## src/rtl/tweakey_loader.sv

```systemverilog
// tweakey_loader: loads the hash key, registers tweaks, captures tweakeys.
// Optional: TWEAKEY_KEY_ZEROIZE_EN adds the key_zeroize input.
module tweakey_loader #(
  parameter int WORD_W    = 32,
  parameter int KEY_LEN   = 254,
  parameter int TWEAK_LEN = 64,
  parameter int TK_LEN    = 128,
  parameter int SETTLE    = 2
) (
  input  logic                 clk,
  input  logic                 rst_n,
`ifdef TWEAKEY_KEY_ZEROIZE_EN
  input  logic                 key_zeroize,
`endif
  input  logic                 key_wr_valid,
  input  logic [WORD_W-1:0]    key_wr_data,
  output logic                 key_wr_ready,
  output logic                 key_loaded,
  input  logic                 tweak_valid,
  input  logic [TWEAK_LEN-1:0] tweak_data,
  output logic                 tweak_ready,
  output logic [TWEAK_LEN-1:0] hash_tweak,
  output logic [KEY_LEN-1:0]   hash_key,
  input  logic [TK_LEN-1:0]    hash_tweakey,
  output logic                 tk_valid,
  input  logic                 tk_ready,
  output logic [TK_LEN-1:0]    tk_data
);

  typedef enum logic [2:0] {
    NOKEY,
    LOAD,
    READY,
    EVAL,
    OUT
  } state_e;

  state_e                 state_q, state_d;
  logic [2:0]             wcnt_q, wcnt_d;
  logic [3:0]             scnt_q, scnt_d;
  logic [KEY_LEN-1:0]     key_q, key_d;
  logic [TWEAK_LEN-1:0]   twk_q, twk_d;
  logic [TK_LEN-1:0]      tk_q, tk_d;
  logic                   loaded_q, loaded_d;
  logic                   tkv_q, tkv_d;

  logic                   key_acc;
  logic                   twk_acc;
  logic [2:0]             wr_idx;
  logic [KEY_LEN-1:0]     key_wr;

  // Handshake readies come straight from state; key write beats tweak.
  always_comb begin
    key_wr_ready = (state_q == NOKEY) ||
                   (state_q == LOAD)  ||
                   (state_q == READY);
    tweak_ready  = (state_q == READY) && !key_wr_valid;
    key_acc      = key_wr_valid && key_wr_ready;
    twk_acc      = tweak_valid && tweak_ready;
  end

  // Merge the incoming word into its slot; bits past KEY_LEN drop off.
  always_comb begin
    wr_idx = (state_q == LOAD) ? wcnt_q : 3'd0;
    key_wr = key_q;
    for (int b = 0; b < KEY_LEN; b++) begin
      if (b / WORD_W == int'(wr_idx)) begin
        key_wr[b] = key_wr_data[b % WORD_W];
      end
    end
  end

  // Next-state and datapath update.
  always_comb begin
    state_d  = state_q;
    wcnt_d   = wcnt_q;
    scnt_d   = scnt_q;
    key_d    = key_q;
    twk_d    = twk_q;
    tk_d     = tk_q;
    loaded_d = loaded_q;
    tkv_d    = tkv_q;
    unique case (state_q)
      NOKEY: begin
        if (key_acc) begin
          key_d    = key_wr;
          wcnt_d   = 3'd1;
          loaded_d = 1'b0;
          state_d  = LOAD;
        end
      end
      LOAD: begin
        if (key_acc) begin
          key_d  = key_wr;
          wcnt_d = wcnt_q + 3'd1;
          if (wcnt_q == 3'd7) begin
            loaded_d = 1'b1;
            state_d  = READY;
          end
        end
      end
      READY: begin
        if (key_acc) begin
          key_d    = key_wr;
          wcnt_d   = 3'd1;
          loaded_d = 1'b0;
          state_d  = LOAD;
        end else if (twk_acc) begin
          twk_d   = tweak_data;
          scnt_d  = 4'(SETTLE - 1);
          state_d = EVAL;
        end
      end
      EVAL: begin
        if (scnt_q == 4'd0) begin
          tk_d    = hash_tweakey;
          tkv_d   = 1'b1;
          state_d = OUT;
        end else begin
          scnt_d = scnt_q - 4'd1;
        end
      end
      OUT: begin
        if (tk_ready) begin
          tkv_d   = 1'b0;
          state_d = READY;
        end
      end
      default: state_d = NOKEY;
    endcase
`ifdef TWEAKEY_KEY_ZEROIZE_EN
    if (key_zeroize) begin
      state_d  = NOKEY;
      wcnt_d   = 3'd0;
      scnt_d   = 4'd0;
      key_d    = '0;
      twk_d    = '0;
      tk_d     = '0;
      loaded_d = 1'b0;
      tkv_d    = 1'b0;
    end
`endif
  end

  // State and datapath registers with synchronous reset.
  always_ff @(posedge clk) begin
    if (!rst_n) begin
      state_q  <= NOKEY;
      wcnt_q   <= 3'd0;
      scnt_q   <= 4'd0;
      key_q    <= '0;
      twk_q    <= '0;
      tk_q     <= '0;
      loaded_q <= 1'b0;
      tkv_q    <= 1'b0;
    end else begin
      state_q  <= state_d;
      wcnt_q   <= wcnt_d;
      scnt_q   <= scnt_d;
      key_q    <= key_d;
      twk_q    <= twk_d;
      tk_q     <= tk_d;
      loaded_q <= loaded_d;
      tkv_q    <= tkv_d;
    end
  end

  assign hash_key   = key_q;
  assign hash_tweak = twk_q;
  assign tk_data    = tk_q;
  assign tk_valid   = tkv_q;
  assign key_loaded = loaded_q;

endmodule

```

## config.mk

```make
export PLATFORM = sky130hd
export DESIGN_NAME = tweakey_loader
export DESIGN_NICKNAME = d
export VERILOG_FILES = /design/src/rtl/tweakey_loader.sv
export SDC_FILE = /design/constraint.sdc
export NUM_CORES = 1
export LEC_CHECK = 0
export CAP_MARGIN = 10
export CORE_AREA = 2 2 267 269
export CTS_BUF_LIST = sky130_fd_sc_hd__clkbuf_8
export DETAILED_ROUTE_END_ITERATION = 12
export DIE_AREA = 0 0 269 271
export PLACE_DENSITY = 0.61
export SYNTH_ARGS = -nofsm -noshare
export SYNTH_HDL_FRONTEND = slang
export SYNTH_SLANG_ARGS = --single-unit
```

## constraint.sdc

```tcl
create_clock -name clk -period 1.85 [get_ports clk]
set_input_delay 0.37 -clock clk [delete_from_list [all_inputs] [get_ports clk]]
set_output_delay 0.37 -clock clk [all_outputs]
set_load 0.02 [all_outputs]
```

* Word-level counts from Yosys, hierarchy flattened
Index checks and enable logic that the tools add are counted.
W data, S select, Z words.
** Storage, ports and cells
- Flip-flop bits (word level) :: 458
- Bits in latches :: 0
- Memory bits (writable) :: 0
- Memory bits (read-only) :: 0
- Input bits :: 229
- Word-level logic and storage cells :: 91
- Memories :: 0
** Operators by class
- Add/sub/neg operators :: 2
- $mul :: 0
- Divide/modulo/power cells :: 0
- Magnitude comparators :: 0
- Equality and inequality tests :: 22
- Shift operators :: 0
- Muxes and demuxes :: 22
- Bitwise operators :: 1
- Reduce and logical (&&, ||, !) cells :: 29
** Operators by type and width (number)
- $reduce_and A3 Y1 :: 11
- $mux W3 :: 9
- $pmux W3 S5 :: 1
- $ne A2 B2 Y1 const B :: 7
- $eq A3 B3 Y1 const A :: 4
- $mux W4 :: 3
- $pmux W4 S2 :: 1
- $reduce_and A4 Y1 :: 2
- $eq A2 B3 Y1 const A :: 2
- $eq A3 B2 Y1 const B :: 2
- $eq A3 B3 Y1 const B :: 2
- $logic_not A3 Y1 :: 2
- $pmux W3 S2 :: 1
- $reduce_and A6 Y1 :: 1
- $reduce_bool A2 Y1 :: 3
- $mux W1 :: 5
- $logic_not A4 Y1 :: 1
- $ne A2 B1 Y1 const B :: 2
- $pmux W1 S2 :: 2
- $sub A4 B1 Y4 const B :: 1
- $add A3 B1 Y3 const B :: 1
- $eq A1 B3 Y1 const A :: 1
- $eq A3 B1 Y1 const B :: 1
- $logic_and A1 B1 Y1 :: 3
- 7 further kinds :: 8

* Depth between registers and ports, before layout
Gate-level depths: netlist (run 1).
- Depth after elaboration :: 6
- Mapped depth :: 8
- Depth with buffers taken out :: 5

* Least setup slack after synthesis (run 1)
Ideal clock, no wire load.
- Path type :: flip-flop to flip-flop
- Start :: register scnt_q[0]
- End :: register tk_q[100] (netlist: tk_data[100])
- Library setup time :: 0.072 ns
- Arrival :: 1.773 ns
- Slack :: 0.005 ns
- Cell stages (with the launch flop) :: 9
- Buffers on the path :: 3
- Period minus slack after synthesis :: 1.845 ns
- Cells stage by stage :: dfxtp_1 inv_1 ha_1 or3b_1 clkbuf_1 nor2_1 buf_2 buf_2 mux2i_1
** Between the ends
- Word-level cells in the longest chain between the ends :: 2
** Ends and longest elaborated chain
- start: declaration :: line 40 : logic [3:0] scnt_q, scnt_d;
- start signal: assignment :: line 159 : scnt_q <= scnt_d;
- $logic_not A4 Y1 :: line 115 : if (scnt_q == 4'd0) begin
- $reduce_and A2 Y1 (no line)
- end signal: assignment :: line 162 : tk_q <= tk_d;
- end: declaration :: line 43 : logic [TK_LEN-1:0] tk_q, tk_d;
Every way passes these cells.
A chain may end at the register's enable or synchronous reset.

* Final worst setup path (run 1)
- Start :: register state_q[2]
- End :: output tweak_ready
** Between the ends
- Word-level cells in the longest chain between the ends :: 2
** Ends and longest elaborated chain
- start: declaration :: line 38 : state_e state_q, state_d;
- start signal: assignment :: line 157 : state_q <= state_d;
- $eq A3 B2 Y1 :: line 57 : tweak_ready = (state_q == READY) && !key_wr_valid;
- $logic_and A1 B1 Y1 :: line 57
- end: declaration :: line 21 : output logic tweak_ready,
Every way passes these cells.

==> results of run 1 <==
## power groups by stage
| stage | Sequential (mW) | Clock [mW] | Combinational, mW |
|---|---|---|---|
| 3_5_place_dp | 10.4 | 0 | 2.40 |
| 5_1_grt | 10.2 | 11.3 | 2.65 |
| 2_1_floorplan | 10.6 | 0 | 0.808 |
| 4_1_cts | 10.2 | 10.8 | 2.37 |
| 3_3_place_gp | 10.4 | 0 | 2.38 |
| 6_report | 10.2 | 10.5 | 2.50 |
## final timing paths
check	startpoint	endpoint	slack [ns]	cells past startpoint
min reg2reg	tk_data[124]	tk_data[124]	0.45	2
min	rst_n	state_q[2]	0.12	2
max reg2reg	state_q[2]	tk_data[82]	-0.10	10
max	state_q[2]	tweak_ready	-0.21	3
## registers in the layout (all words and copies together), names as in the netlist
name / flops
state_q: 3
tk_valid: 1
tk_data: 128
wcnt_q: 3
hash_tweak: 64
scnt_q: 4
key_loaded: 1
hash_key: 254
## synth_stat cells, types with 4 or more instances
cell type / instances
inv_1: 5
nand2_1: 514
nor2_1: 6
buf_2: 32
nand3_1: 97
or4b_1: 4
dfxtp_1: 458
buf_6: 4
clkbuf_1: 107
a21oi_1: 101
buf_4: 10
mux2i_1: 351
o21ai_0: 106
## stage by stage
stage                     utilization  worst slack (ns)  power, mW
after floorplan                     -          0.005493      11.38
after global placement         0.3690           -0.7754      12.74
after detailed placement       0.3690           -0.7670      12.77
after CTS                      0.3938           -0.3174      23.35
after global routing           0.4035           -0.2949      24.08
final                          0.4036           -0.2145      23.16
## metal layers
metal	track usage	wire (µm)	share of wire
met5	0	13	0.00018
met4	0.09035	2817	0.040
met2	0.2941	33180	0.47
met1	0.2106	28570	0.40
met3	0.06025	6080	0.086
## logic make-up after synthesis
group,count (synthesis),share of synthesized area
compound gates,222,0.06724
flops,458,0.5298
mux,351,0.2030
buf+inv,162,0.04135
fa+ha+maj,3,0.002169
simple gates,646,0.1565
## critical path: stages, from the launching register on
cell,delay [ns]
dfxtp_2,0.32
or4b_4,0.53
inv_4,0.08
buf_6,0.13
## layout by cell type, fill, tap and decap left out, drive strengths merged, types with 2 or more instances in the layout
| master | count |
|---|---|
| inv | 35 |
| a211oi | 3 |
| dlygate4sd2 | 419 |
| o21a | 2 |
| a221oi | 2 |
| clkdlybuf4s15 | 26 |
| clkbuf | 121 |
| nor2b | 2 |
| nor4bb | 2 |
| bufinv | 5 |
| nor2 | 7 |
| mux2i | 351 |
| diode | 3 |
| dfxtp | 458 |
| ha | 3 |
| o21ai | 106 |
| and2 | 3 |
| clkdlybuf4s50 | 226 |
| clkinvlp | 2 |
| clkinv | 13 |
| nand3 | 97 |
| nand4bb | 2 |
| a21oi | 101 |
| and3b | 2 |
| or4b | 4 |
| nand2b | 3 |
| nand2 | 514 |
| buf | 144 |
| nand3b | 2 |
## final cells by class
cell class / count / area share
Tap cell: 940 / 0.04176
Multi-Input combinational cell: 1222 / 0.2671
Clock inverter: 48 / 0.01404
Antenna cell: 3 / 0.0002666
Sequential cell: 458 / 0.3258
Timing Repair Buffer: 830 / 0.2981
Inverter: 7 / 0.001111
Clock buffer: 106 / 0.05180
## timing repair
| item | 4_1_cts | 5_1_grt |
|---|---|---|
| setup buffers | 17 | 23 |
| pin swaps | 8 | 8 |
| hold buffers | 0 | 0 |
| gates cloned | 4 | 13 |
| resized for setup | 529 | 58 |
| endpoints found under the setup margin | 685 | 185 |
==> flow_summary.toml, run 1 <==
[final_layout]
drive_gt1_frac = 0.1239
fin_nets = 2834
register_area_um2 = 9175
syn_to_final_growth_pct = 62.72
multiInputGateArea_um2 = 7523
layoutNonFillerInstCount = 3614
fin_area_um2 = 28160
nFillCells = 6858

[power_and_ir_drop]
p_clk_frac = 0.454
internal_power_mw = 17.18
p_sw_mw = 5.986
p_leak_nw = 12.65
share_seq_of_total_power = 0.438
peakVddDrop_mv = 0.5371
p_per_area_nw_per_um2 = 822.6
power.share.switching = 0.2584
power_frac_comb = 0.108

[sta]
min_period_ns = 2.065
setup_viol = 75
timing.setup.tns_ns = -2.018
holdWs_ns = 0.1162
timing.fmax_ghz = 0.4844
period_share = 1.116
fin_ws_ns = -0.2145
slew_viol_final = 0
relSlewSlack = 0.6200
rsz0062_at_grt = "true"
worst_pin_slew_ns = 0.5700
finalHoldViolations = 0
skew_ns = 0.03565

[routing]
vias = 16257
via_per_inst = 4.498
wl_per_cell_um = 19.55
antenna_left = 0
firstDrtPassIters = 5
wirelength_um = 70660
drc = 0
drt_iter0_markers = 872

[yosys]
ys_seq_area_frac = 0.5298
async_flop_share = 0
syn_nets = 2074
syn_avg_cell_area_um2 = 9.396
synth_top_area_frac = 0.5298
syn-instance-count = 1842
yosys_register_bits = 458
yosysTopAreaCell = "dfxtp_1"
synthesis.area_um2 = 17310
ys.flop_type = "dfxtp_1"
synth_edf_count = 0
synthDistinctLibCells = 45
yosys_warnings = 0
synthTopCellsByArea = "dfxtp_1 53%, mux2i_1 20%, nand2_1 11%, o21ai_0 3.1%, a21oi_1 2.9%"

[cts]
cts_buffers = 83
cts_tree = "built"
cts.path.max_buffers = 3
root_buffer = "clkbuf_8"
clock-sinks = 458
clk_pin_slew_worst_paths_ns = 0.06
clk_latency_ns = 0.68
htree_levels = 3

[global_route]
grt_usage = 0.1806
grt_pass1_vias = 16196
grt_pass1_wl_um = 100700
grt_antenna_before_repair = 4
grt_overflow = 0
grt_max_degree = 65

[run_status]
violations = "setup timing"
status = "finished with violations"

[die]
num_io_pins = 679
start_util = 0.2480
die_h_um = 271
design.die.area_um2 = 72900
row_count = 97
die_w_um = 269
design.core.area_um2 = 69790

[setup_path]
start_kind = "register"
crit_path_end_kind = "primary output"
crit_fanout = 2
required_ns = 1.48
cp.arrival_ns = 1.69
path_class = "reg2out"

[run]
cap_violations = 0

[place]
dp.final_hpwl_um = 49800
placed_cell_area_um2 = 25750
place_congestion = 0.8420
port-buffer-count = 678
placedCellCount = 3402

[hold_path]
hp-class = "in2reg"
No activity file was read; power rests on OpenSTA's default activity.
==> run 2: changes to the inputs <==
- CELL_PAD_IN_SITES_DETAIL_PLACEMENT: not set -> 0
- CELL_PAD_IN_SITES_GLOBAL_PLACEMENT: not set -> 1
- CORE_AREA: 2 2 267 269 -> 2 2 266 268
- DIE_AREA: 0 0 269 271 -> 0 0 268 270
- PLACE_DENSITY: 0.61 -> 0.77
==> flow_summary.toml, run 2 (synthesis gave the netlist of run 1 again) <==
[run_status]
status = "finished with violations"
violations = "setup timing"

[hold_path]
holdPathEnd = "hash_key[66]"
hold_depth = 3
min_from = "rst_n"
hp-class = "in2reg"

[power_and_ir_drop]
p_clk_frac = 0.430
power.share.switching = 0.2616
internal_power_mw = 16.36
power_mw = 22.16
power_frac_comb = 0.111
share_seq_of_total_power = 0.458
p_sw_mw = 5.797
p_leak_nw = 12.39
p_per_area_nw_per_um2 = 797.9
peakVddDrop_mv = 0.5022

[setup_path]
path_class = "reg2out"
r2r_cells = 11
crit_fanout = 2
timing.rr.start = "state_q[2]"
required_ns = 1.48
worst-path-buf-inv = 2
path_delay_family = "simple AND/OR/NAND/NOR gates"
cp_slowest_stage_delay_ns = 0.50
r2r_end = "tk_data[63]"
rrSetupSlack_ns = -0.20
crit_path_end_kind = "primary output"
start_kind = "register"
cp-startpoint = "state_q[1]"
cpMaxStageDelayCell = "or4b_4"
worstPathCellList = "or4b_4 > inv_4 > buf_6"
cp.arrival_ns = 1.71

[final_layout]
fin_util = 0.3993
nFillCells = 6973
syn_to_final_growth_pct = 60.46
drive_gt1_frac = 0.1104
layout_commonest_cell = "nand2_1"
fin_area_um2 = 27770
largest_register_ff_count = 254
layoutNonFillerInstCount = 3567
fin_nets = 2803
layout_common_cells = "514 x nand2_1, 451 x dfxtp_1, 412 x dlygate4sd2_1"

[sta]
setup_viol = 214
timing.fmax_ghz = 0.4813
rsz0062_at_grt = "true"
holdWs_ns = 0.07693
fin_ws_ns = -0.2277
period_share = 1.123
timing.setup.tns_ns = -17.54
min_period_ns = 2.078
relSlewSlack = 0.6215
skew_ns = 0.01650
finalHoldViolations = 0
slew_viol_final = 0
worst_pin_slew_ns = 0.5678

[routing]
wirelength_um = 71120
drc = 0
antenna_left = 0
firstDrtPassIters = 5
vias = 16213
via_per_inst = 4.545
wl_per_cell_um = 19.94
drt_iter0_markers = 1011

[global_route]
grt_usage = 0.1827
grt_max_degree = 75
grt_pass1_vias = 16336
grt_use_met3 = 0.05635
grt_use_met1 = 0.2183
grt_util_met2 = 0.3042
grt_pass1_wl_um = 100800
gr-max-usage-layer = "met2"
grt_overflow = 0
grt_antenna_before_repair = 4

[cts]
cts_buffers = 80
clock-sinks = 458
cts_tree = "built"
root_buffer = "clkbuf_8"
clk_latency_ns = 0.67
cts.path.max_buffers = 3
htree_levels = 3
clk_pin_slew_worst_paths_ns = 0.06

[die]
design.core.area_um2 = 69540
num_io_pins = 679
start_util = 0.2489
row_count = 97
die_h_um = 270
die_w_um = 268
design.die.area_um2 = 72360

[place]
dpl_worst_slack_ns = -0.6781
placedCellCount = 3381
place_congestion = 0.8765
dp.final_hpwl_um = 48680
placed_cell_area_um2 = 25500
port-buffer-count = 678

[run]
cap_violations = 0
==> run 2: cell types whose count changed in the layout (fill, tap and decap cells not counted), moves of 6 or more <==
cell,delta
buf_16,+7
buf_4,-17
clkbuf_8,-7
clkdlybuf4s15_1,+10
clkdlybuf4s15_2,-6
dlygate4sd2_1,-7
==> run 2: worst max-delay path by stage <==
stage / to / depth (start not counted) / slack, ns
after floorplan: tk_data[100] / 8 / 0.005
after global placement: tweak_ready / 4 / -0.66
after detailed placement: tweak_ready / 4 / -0.68
after CTS: tweak_ready / 3 / -0.32
after global routing: tweak_ready / 3 / -0.33
final: tweak_ready / 3 / -0.23
==> run 2: cell type report <==
type / instances / area (µm²) / share of cell area
Antenna cell: 1 / 2.502 / 0.00009011
Timing Repair Buffer: 802 / 8185 / 0.2948
Clock inverter: 38 / 270.3 / 0.009732
Multi-Input combinational cell: 1222 / 7565 / 0.2724
Tap cell: 940 / 1176 / 0.04235
Inverter: 7 / 31.28 / 0.001126
Clock buffer: 99 / 1363 / 0.04907
Sequential cell: 458 / 9178 / 0.3305
==> run 2: per-layer routing <==
metal / routed length, µm / vias to the layer above / share of wire
li1: - / 7681 / -
met1: 29530 / 7818 / 0.42
met2: 34090 / 592 / 0.48
met3: 5318 / 118 / 0.075
met4: 2158 / 4 / 0.030
met5: 27 / - / 0.00038
==> run 2: worst reg2reg max path: stages (launching register included) <==
cell and delay, ns:
dfxtp_2 0.32, buf_4 0.13, buf_8 0.14, buf_12 0.14, nand3b_1 0.23, nor2_4 0.16, buf_12 0.13, buf_8 0.11
buf_16 0.17, buf_12 0.12, buf_16 0.11, mux2i_2 0.21
==> run 2: repair_timing <==
action / in CTS / in global routing
hold buffers: 1 / 0
resized for setup: 520 / 84
setup buffers: 14 / 18
pin swaps: 7 / 16
endpoints found under the setup margin: 710 / 236
gates cloned: 12 / 9
endpoints found under the hold margin: 1 / 0
==> run 2: power groups by stage <==
stage	Combinational, mW	Clock [mW]	Sequential [mW]
floorplan	0.808	0	10.6
global placement	2.33	0	10.4
detailed placement	2.36	0	10.4
CTS	2.38	9.88	10.2
global route	2.61	10.3	10.2
finish	2.47	9.53	10.2
==> run 3: changes to the inputs <==
- CAP_MARGIN: 10 -> not set
==> results of run 3 <==
The final DEF is identical to that of run 2; final timing and power are the same.
